--- src/rtl/mm_bst_pkg.sv ---
// mm_bst_pkg: FSM state type and burst-length decode shared
// by the mm_bst_ram burst RAM and its storage sub-module.
package mm_bst_pkg;

  typedef enum logic [1:0] {
    IDLE,
    WRITE,
    READ
  } bst_state_t;

  // A zero burst count encodes the longest burst, 2**bw words.
  function automatic int unsigned bst_len(
    input int unsigned bcnt,
    input int unsigned bw
  );
    return (bcnt == 0) ? (32'd1 << bw) : bcnt;
  endfunction

endpackage

--- src/rtl/mm_bst_sdp_ram.sv ---
// mm_bst_sdp_ram: simple dual-port RAM, one write port, one
// synchronous read port; read-during-write returns old data.
module mm_bst_sdp_ram
  import mm_bst_pkg::*;
#(
  parameter int    DWIDTH  = 16,
  parameter int    AWIDTH  = 8,
  parameter string RAMTYPE = "AUTO"
) (
  input  logic              clk,
  input  logic              i_we,
  input  logic [AWIDTH-1:0] i_waddr,
  input  logic [DWIDTH-1:0] i_wdata,
  input  logic              i_re,
  input  logic [AWIDTH-1:0] i_raddr,
  output logic [DWIDTH-1:0] o_rdata
);

  localparam int DEPTH = 2 ** AWIDTH;

  logic [DWIDTH-1:0] r_rdata;

  assign o_rdata = r_rdata;

  if (RAMTYPE == "AUTO") begin : g_auto
    logic [DWIDTH-1:0] r_mem [DEPTH];

    always_ff @(posedge clk) begin
      if (i_we) r_mem[i_waddr] <= i_wdata;
      if (i_re) r_rdata <= r_mem[i_raddr];
    end
  end else begin : g_typed
    (* ram_style = RAMTYPE *)
    logic [DWIDTH-1:0] r_mem [DEPTH];

    always_ff @(posedge clk) begin
      if (i_we) r_mem[i_waddr] <= i_wdata;
      if (i_re) r_rdata <= r_mem[i_raddr];
    end
  end

endmodule

--- src/rtl/mm_bst_ram.sv ---
// mm_bst_ram: burst write/read front end over a dual-port RAM.
// Define MM_BST_RAM_RDREG_EN to add an output register on s_rdat/s_rval.
module mm_bst_ram
  import mm_bst_pkg::*;
#(
  parameter int    DWIDTH  = 16,
  parameter int    AWIDTH  = 8,
  parameter int    BWIDTH  = 4,
  parameter string RAMTYPE = "AUTO"
) (
  input  logic              reset,
  input  logic              clk,
  input  logic [AWIDTH-1:0] s_addr,
  input  logic [BWIDTH-1:0] s_bcnt,
  input  logic              s_wreq,
  input  logic [DWIDTH-1:0] s_wdat,
  input  logic              s_rreq,
  output logic [DWIDTH-1:0] s_rdat,
  output logic              s_rval,
  output logic              s_busy
);

  localparam int LW = BWIDTH + 1;

  bst_state_t        r_state;
  logic [AWIDTH-1:0] r_addr;
  logic [LW-1:0]     r_cnt;
  logic              r_rval;

  logic [LW-1:0]     w_len;
  logic              w_we;
  logic              w_re;
  logic [AWIDTH-1:0] w_waddr;
  logic [DWIDTH-1:0] w_rdata;

  assign w_len   = LW'(bst_len(32'(s_bcnt), BWIDTH));
  assign w_we    = s_wreq && (r_state != READ);
  assign w_waddr = (r_state == WRITE) ? r_addr : s_addr;
  assign w_re    = (r_state == READ);
  assign s_busy  = w_re;

  // r_addr/r_cnt serve both burst kinds; only one is ever active.
  always_ff @(posedge clk or negedge reset) begin
    if (!reset) begin
      r_state <= IDLE;
      r_addr  <= '0;
      r_cnt   <= '0;
      r_rval  <= 1'b0;
    end else begin
      r_rval <= (r_state == READ);
      unique case (r_state)
        IDLE: begin
          if (s_wreq) begin
            if (w_len != LW'(1)) begin
              r_state <= WRITE;
              r_cnt   <= w_len - LW'(1);
              r_addr  <= s_addr + AWIDTH'(1);
            end
          end else if (s_rreq) begin
            r_state <= READ;
            r_cnt   <= w_len;
            r_addr  <= s_addr;
          end
        end
        WRITE: begin
          if (s_wreq) begin
            r_addr <= r_addr + AWIDTH'(1);
            r_cnt  <= r_cnt - LW'(1);
            if (r_cnt == LW'(1)) r_state <= IDLE;
          end
        end
        READ: begin
          r_addr <= r_addr + AWIDTH'(1);
          r_cnt  <= r_cnt - LW'(1);
          if (r_cnt == LW'(1)) r_state <= IDLE;
        end
        default: r_state <= IDLE;
      endcase
    end
  end

  mm_bst_sdp_ram #(
    .DWIDTH (DWIDTH),
    .AWIDTH (AWIDTH),
    .RAMTYPE(RAMTYPE)
  ) u_ram (
    .clk    (clk),
    .i_we   (w_we),
    .i_waddr(w_waddr),
    .i_wdata(s_wdat),
    .i_re   (w_re),
    .i_raddr(r_addr),
    .o_rdata(w_rdata)
  );

`ifdef MM_BST_RAM_RDREG_EN
  logic [DWIDTH-1:0] r_rdat;
  logic              r_rval2;

  always_ff @(posedge clk or negedge reset) begin
    if (!reset) begin
      r_rdat  <= '0;
      r_rval2 <= 1'b0;
    end else begin
      r_rdat  <= w_rdata;
      r_rval2 <= r_rval;
    end
  end

  assign s_rdat = r_rdat;
  assign s_rval = r_rval2;
`else
  assign s_rdat = w_rdata;
  assign s_rval = r_rval;
`endif

endmodule

--- config.mk ---
export PLATFORM = sky130hd
export DESIGN_NAME = mm_bst_ram
export DESIGN_NICKNAME = d
export VERILOG_FILES = /design/src/rtl/mm_bst_pkg.sv /design/src/rtl/mm_bst_sdp_ram.sv /design/src/rtl/mm_bst_ram.sv
export SDC_FILE = /design/constraint.sdc
export NUM_CORES = 2
export LEC_CHECK = 0
export ABC_CLOCK_PERIOD_IN_PS = 5400
export BUFFER_PORTS_ARGS = -buffer_cell sky130_fd_sc_hd__clkbuf_2
export CAP_MARGIN = 20
export CORE_MARGIN = 2
export CORE_UTILIZATION = 55
export CTS_CLUSTER_SIZE = 24
export DETAILED_ROUTE_END_ITERATION = 12
export PLACE_DENSITY = 0.7
export SYNTH_ARGS = -nofsm -noshare
export SYNTH_HDL_FRONTEND = slang
export SYNTH_SLANG_ARGS = --single-unit
--- constraint.sdc ---
create_clock -name clk -period 5.4 [get_ports clk]
set_input_delay 0 -clock clk [delete_from_list [all_inputs] [get_ports clk]]
set_output_delay 0 -clock clk [all_outputs]
set_load 0.05 [all_outputs]
* Word level (Yosys, flattened, before mapping)
Memory sizes are Yosys's and may differ from the RTL's. A register that Yosys moved wholly into a read port is not among the register bits.
Cells that the tools add are included.
** Word-level totals
- Bits in writable memories :: 4096
- Register bits after elaboration :: 16
- Memories kept :: 1
- Word-level logic and storage cells :: 43
** Memory list
- u_ram.g_auto.r_mem :: depth 256, width 16, read ports 1, clocked after memory_dff 1, write ports 1, RTL line mm_bst_sdp_ram.sv:26 : logic [DWIDTH-1:0] r_mem [DEPTH];
** Cells by class
- Equal/unequal tests :: 8
- Reduce and logical (&&, ||, !) cells :: 6
- Muxes and demuxes :: 20
- $add $sub $neg :: 4
** Operators with widths (number)
- 8-bit two-way mux :: 5
- 5-bit two-way mux :: 5
- 8-bit case mux with 3 select lines :: 1
- 8-bit by 1-bit adder with 8-bit output, second input constant :: 2
- 5-bit case mux with 3 select lines :: 1
- 2-bit two-way mux :: 5
- 5-bit by 1-bit subtractor with 5-bit output, second input constant :: 2
- 3-bit != test, second input constant :: 2
- 2-bit case mux with 3 select lines :: 1
- 5-bit by 1-bit == test with 1-bit output, second input constant :: 1
- 5-bit by 1-bit != test with 1-bit output, second input constant :: 1
- 4-bit zero test :: 1
- 2-bit != test, second input constant :: 2
- 4-bit AND reduction :: 1
- 3-bit AND reduction :: 1
- 3-bit nonzero test :: 1
- 2-bit by 1-bit == test with 1-bit output, second input constant :: 1
- 2-bit == test, second input constant :: 1
- 2-bit zero test :: 1
- 1-bit two-way mux :: 2
- 1-bit logical AND :: 1

* Logic depth before layout (Yosys ltp)
- Word-level depth :: 6
- Gate-level depth with buffers :: 13
- Gate-level depth less buffers :: 8

* Modules after synthesis
Synthesis repeated with hierarchy kept, for this count alone.
** Unflattened totals
- Cells, all modules :: 7526
- Area total of the unflattened synthesis :: 160331.3 µm²
** Modules (own cells, without submodules)
- mm_bst_sdp_ram :: cells an instance 7360, area an instance 158874.9 µm², times used 1
- mm_bst_ram :: cells an instance 166, area an instance 1456.4 µm², times used 1

* Least setup slack after synthesis
Ideal clock, no wire load.
- Path kind :: register to register
- From :: reg r_addr[0]
- To :: mem u_ram.g_auto.r_mem[65][0] (enable)
- Arrival :: 2.900 ns
- Setup slack :: 2.111 ns
- Cell stages (with the launch flop) :: 13
- Clock period less this slack :: 3.289 ns
- Cells stage by stage :: dfrtp_1 > buf_6 > buf_12 > buf_8 > buf_6 > buf_6 > buf_6 > buf_6 > nand3b_1 > o21ai_1 > nand3_1 > buf_2 > nor2_1
** On the way
- Word-level cells in the longest chain between the ends :: 1
** RTL lines
- start: declaration :: RTL line mm_bst_ram.sv:26 : logic [AWIDTH-1:0] r_addr;
- start signal: assignment :: RTL line mm_bst_ram.sv:57 : r_addr <= s_addr + AWIDTH'(1);
- start signal: assignment :: RTL line mm_bst_ram.sv:62 : r_addr <= s_addr;
- start signal: assignment :: RTL line mm_bst_ram.sv:67 : r_addr <= r_addr + AWIDTH'(1);
- 8-bit two-way mux :: RTL line mm_bst_ram.sv:38 : assign w_waddr = (r_state == WRITE) ? r_addr : s_addr;
- end: declaration :: RTL line mm_bst_sdp_ram.sv:26
No other way between the ends.

==> metrics <==
total detailed-routing wirelength=460,000 µm; area share of the largest cell type after synthesis=0.770; global placement routability congestion=0.940; number of global-route vias before repair=80,589; drt drc=2; Cell variety after synth=73; Filler cells=19,336; required time reported for the critical path endpoint=6.06 ns; Area Overhead vs Synth=13.2%; core outline area=0.290 mm²; NumNets Final=8,006; Setup violations, final=0; multi-input gate area in the final layout=0.0340 mm²; setup skew after layout=0.0631 ns; CTS tree=built; share of cell area taken by muxes after synthesis=0.160; P per Cell Area=513 mW/mm²; element type at the critical path end=register; number of synthesized register bits=4,128; Mapped Cells=7,338; number of synthesized flops with an enable pin=4,112; standard-cell row count=198; vias post-DR=84,029; Buf+Inv Stages, Crit Path=1; share of layout cells above drive strength 1=0.275; portion of the post-synthesis area used by sequential elements=0.773; RSZ-0062 raised after global routing=no; antenna violations before repair=30; Top-Level Pins=50; dominant delay contributor by cell family on the critical path=compound AO/OA/AOI/OAI gates; Syn. warnings=0; Final Max Tran Viols=0; floorplan die width=544 µm; count of maximum capacitance violations=0; async set-reset flop share out of synthesis=0.00388; final worst hold slack=0.132 ns; relative slew slack=0.0925; Pleak=57.4 nW; Compound-Gate Fraction of Synth Area=0.0315; Max FO, Critical Path=46; count of routing violations after the opening detailed-route iteration=15,130; CP startpoint kind=register; PortBufs=49; count of nets left with antenna violations after detail routing=0; Mapped Area=0.160 mm²; synth cell count leaders=sky130_fd_sc_hd__edfxtp_1 (4,112), sky130_fd_sc_hd__mux4_2 (917), sky130_fd_sc_hd__mux2i_1 (431); initial core utilization=0.552; deepest level of the CTS H-tree=5; Sink Count=4,128; clock-pin slew of the registers on the worst-case setup and hold paths=0.06 ns; number of buffers between clock root and the deepest sink=4; post-synthesis share of cell area spent on full adders, half adders and majority gates=0.000781; final setup TNS=0 ns; fin crit share=0.944; Critical Path, Cell by Cell=buf_4 > mux4_2 > mux4_2 > o22ai_1 > o211ai_1 > a32o_1; total CTS buffers=406; Via density=6.89; dominant cell type by area after synthesis=sky130_fd_sc_hd__edfxtp_1; clock latency of the later-clocked register in the worst-skew pair=0.95 ns; placed wire-length estimate after detailed placement=269,000 µm; net count of the mapped netlist=7,380; total die area=0.296 mm²; master cell of the clock root buffer=sky130_fd_sc_hd__clkbuf_16; Least-Margin Pin Slew=1.36 ns; Max Freq=0.196 GHz; die boundary height=544 µm; post-CTS setup-driven buffer insertion count=0; Post-Synth XOR/XNOR Area=0.000546; total track usage=0.310; Critical Path AT=5.76 ns; final hold violation count=0; maximum vdd drop=0.462 mV; Crit Path Class=reg -> reg; violated checks=design-rule violations; largest net degree at the start of global routing=193; sum of overflow across all layers after global routing=0; routed length per instance=37.7 µm; longest individual stage delay on the worst path=0.95 ns; worst hold path class=in -> reg; main area contributors after synthesis=sky130_fd_sc_hd__edfxtp_1 (77%), sky130_fd_sc_hd__mux4_2 (13%), sky130_fd_sc_hd__mux2i_1 (2.7%); wire length of the first global-routing pass=637,000 µm; most frequent cell on the critical path=sky130_fd_sc_hd__mux4_2; area taken by flip-flops and latches=0.124 mm²; outcome=finished, violations left; crit path time final=5.10 ns; mean post-synth cell area=21.8 µm²; cell with the most instances after synthesis=sky130_fd_sc_hd__edfxtp_1; library cell contributing the largest single delay on the critical path=sky130_fd_sc_hd__o22ai_1; number of iterations in the first detailed-routing pass=10; main flop type after synthesis=sky130_fd_sc_hd__edfxtp_1; area share of and/or/nand/nor cells after synthesis=0.0166; combinational family with the most area after synthesis=multiplexers
-- flip-flops by register name, indices dropped and copies added, names as in the netlist --
signal / count
u_ram.g_auto.r_mem: 4096
r_state: 2
s_rval: 1
r_addr: 8
u_ram.o_rdata: 16
r_cnt: 5
-- per-layer routing --
metal,up-vias,global-route usage,part of all wire
met5,-,0,0.00039
met4,24,0.142,0.052
met3,1085,0.0845,0.13
met2,6473,0.465,0.46
met1,44137,0.430,0.36
li1,32310,-,-
-- worst paths after layout --
check	endpoint	cells past startpoint	startpoint	slack, ns
hold / removal	u_ram.g_auto.r_mem[123][13]	2	s_wdat[13]	0.13
setup reg to reg	u_ram.o_rdata[11]	6	r_addr[1]	0.30
setup / recovery	u_ram.o_rdata[11]	6	r_addr[1]	0.30
hold reg to reg	r_state[1]	2	r_state[1]	0.54
min in group asynchronous	r_addr[0]	3	reset	0.40
max in group asynchronous	r_addr[3]	3	reset	4.30
-- area by class of cell --
type | instances | area share
antenna | 19 | 0.000262
inverter | 16 | 0.000414
tap | 3900 | 0.0269
clock inverter | 239 | 0.0120
timing repair buffer | 660 | 0.0320
multi-input combinational | 2752 | 0.187
sequential | 4128 | 0.683
clock buffer | 490 | 0.0585
-- placed cells by master, fill, tap and decap left out, types with 10 or more instances in the layout --
cell type                       netlist  routed
sky130_fd_sc_hd__buf_12               5      50
sky130_fd_sc_hd__a311oi_1            12      12
sky130_fd_sc_hd__nor2_2               0      76
sky130_fd_sc_hd__nor2_1             338     259
sky130_fd_sc_hd__buf_8                6      18
sky130_fd_sc_hd__clkinv_1             0     102
sky130_fd_sc_hd__a221oi_1           121     121
sky130_fd_sc_hd__clkbuf_16            0     412
sky130_fd_sc_hd__and2_1              25      23
sky130_fd_sc_hd__nand3_1             43      30
sky130_fd_sc_hd__a211oi_1            25      25
sky130_fd_sc_hd__edfxtp_1          4112    4112
sky130_fd_sc_hd__nand2_1            142     141
sky130_fd_sc_hd__mux2i_1            431     431
sky130_fd_sc_hd__mux4_2             917     917
sky130_fd_sc_hd__nor2b_1             17      11
sky130_fd_sc_hd__clkbuf_1           138      76
sky130_fd_sc_hd__a31oi_1             16      16
sky130_fd_sc_hd__o211ai_1            14      14
sky130_fd_sc_hd__nand3_2              1      14
sky130_fd_sc_hd__diode_2              0      19
sky130_fd_sc_hd__clkbuf_2             0      33
sky130_fd_sc_hd__mux2_2              64      64
sky130_fd_sc_hd__bufinv_16            0      35
sky130_fd_sc_hd__o21ai_1             10      10
sky130_fd_sc_hd__o21ai_0            111     111
sky130_fd_sc_hd__o31ai_1             12      10
sky130_fd_sc_hd__o22ai_1             35      35
sky130_fd_sc_hd__o32ai_1             12      12
sky130_fd_sc_hd__o31a_1              11      11
sky130_fd_sc_hd__nor3_1              13      12
sky130_fd_sc_hd__a22oi_1             54      54
sky130_fd_sc_hd__clkinv_2             0      75
sky130_fd_sc_hd__dlygate4sd3_1        0      47
sky130_fd_sc_hd__o221ai_1            58      58
sky130_fd_sc_hd__a21oi_1            109     109
sky130_fd_sc_hd__nand2b_1            11      11
sky130_fd_sc_hd__inv_1               14      11
sky130_fd_sc_hd__buf_4               56     497
-- where the power goes --
| part | leakage, nW | internal [mW] | switching, mW |
|---|---|---|---|
| Combinational | 14.0 | 10.9 | 18.5 |
| Sequential | 37.1 | 35.6 | 0.646 |
| Clock | 6.28 | 15.7 | 11.9 |
-- cells by family after synthesis --
| family | Yosys count |
|---|---|
| flops | 4128 |
| buf+inv | 458 |
| xor+xnor | 10 |
| simple gates | 623 |
| compound gates | 697 |
| fa+ha+maj | 10 |
| mux | 1412 |
-- what timing repair did --
item | in CTS | in global routing
hold buffers | 47 | 0
endpoints found under the setup margin | 0 | 0
endpoints found under the hold margin | 1603 | 0
resized for setup | 0 | 0
-- per-stage QoR --
| step | total power, mW | instance area [µm²] | cells | setup WS [ns] | util |
|---|---|---|---|---|---|
| 2_1_floorplan | 53.5 | 160000 | 7338 | 2.11 | - |
| 3_3_place_gp | 65.1 | 168000 | 11385 | 0.143 | 0.578 |
| 3_5_place_dp | 65.3 | 168000 | 11398 | 0.712 | 0.579 |
| 4_1_cts | 92.6 | 181000 | 12174 | 0.690 | 0.624 |
| 5_1_grt | 95.1 | 181000 | 12187 | 0.413 | 0.625 |
| 6_report | 93.2 | 181000 | 12204 | 0.303 | 0.625 |
No activity file was read; power rests on OpenSTA's default activity.
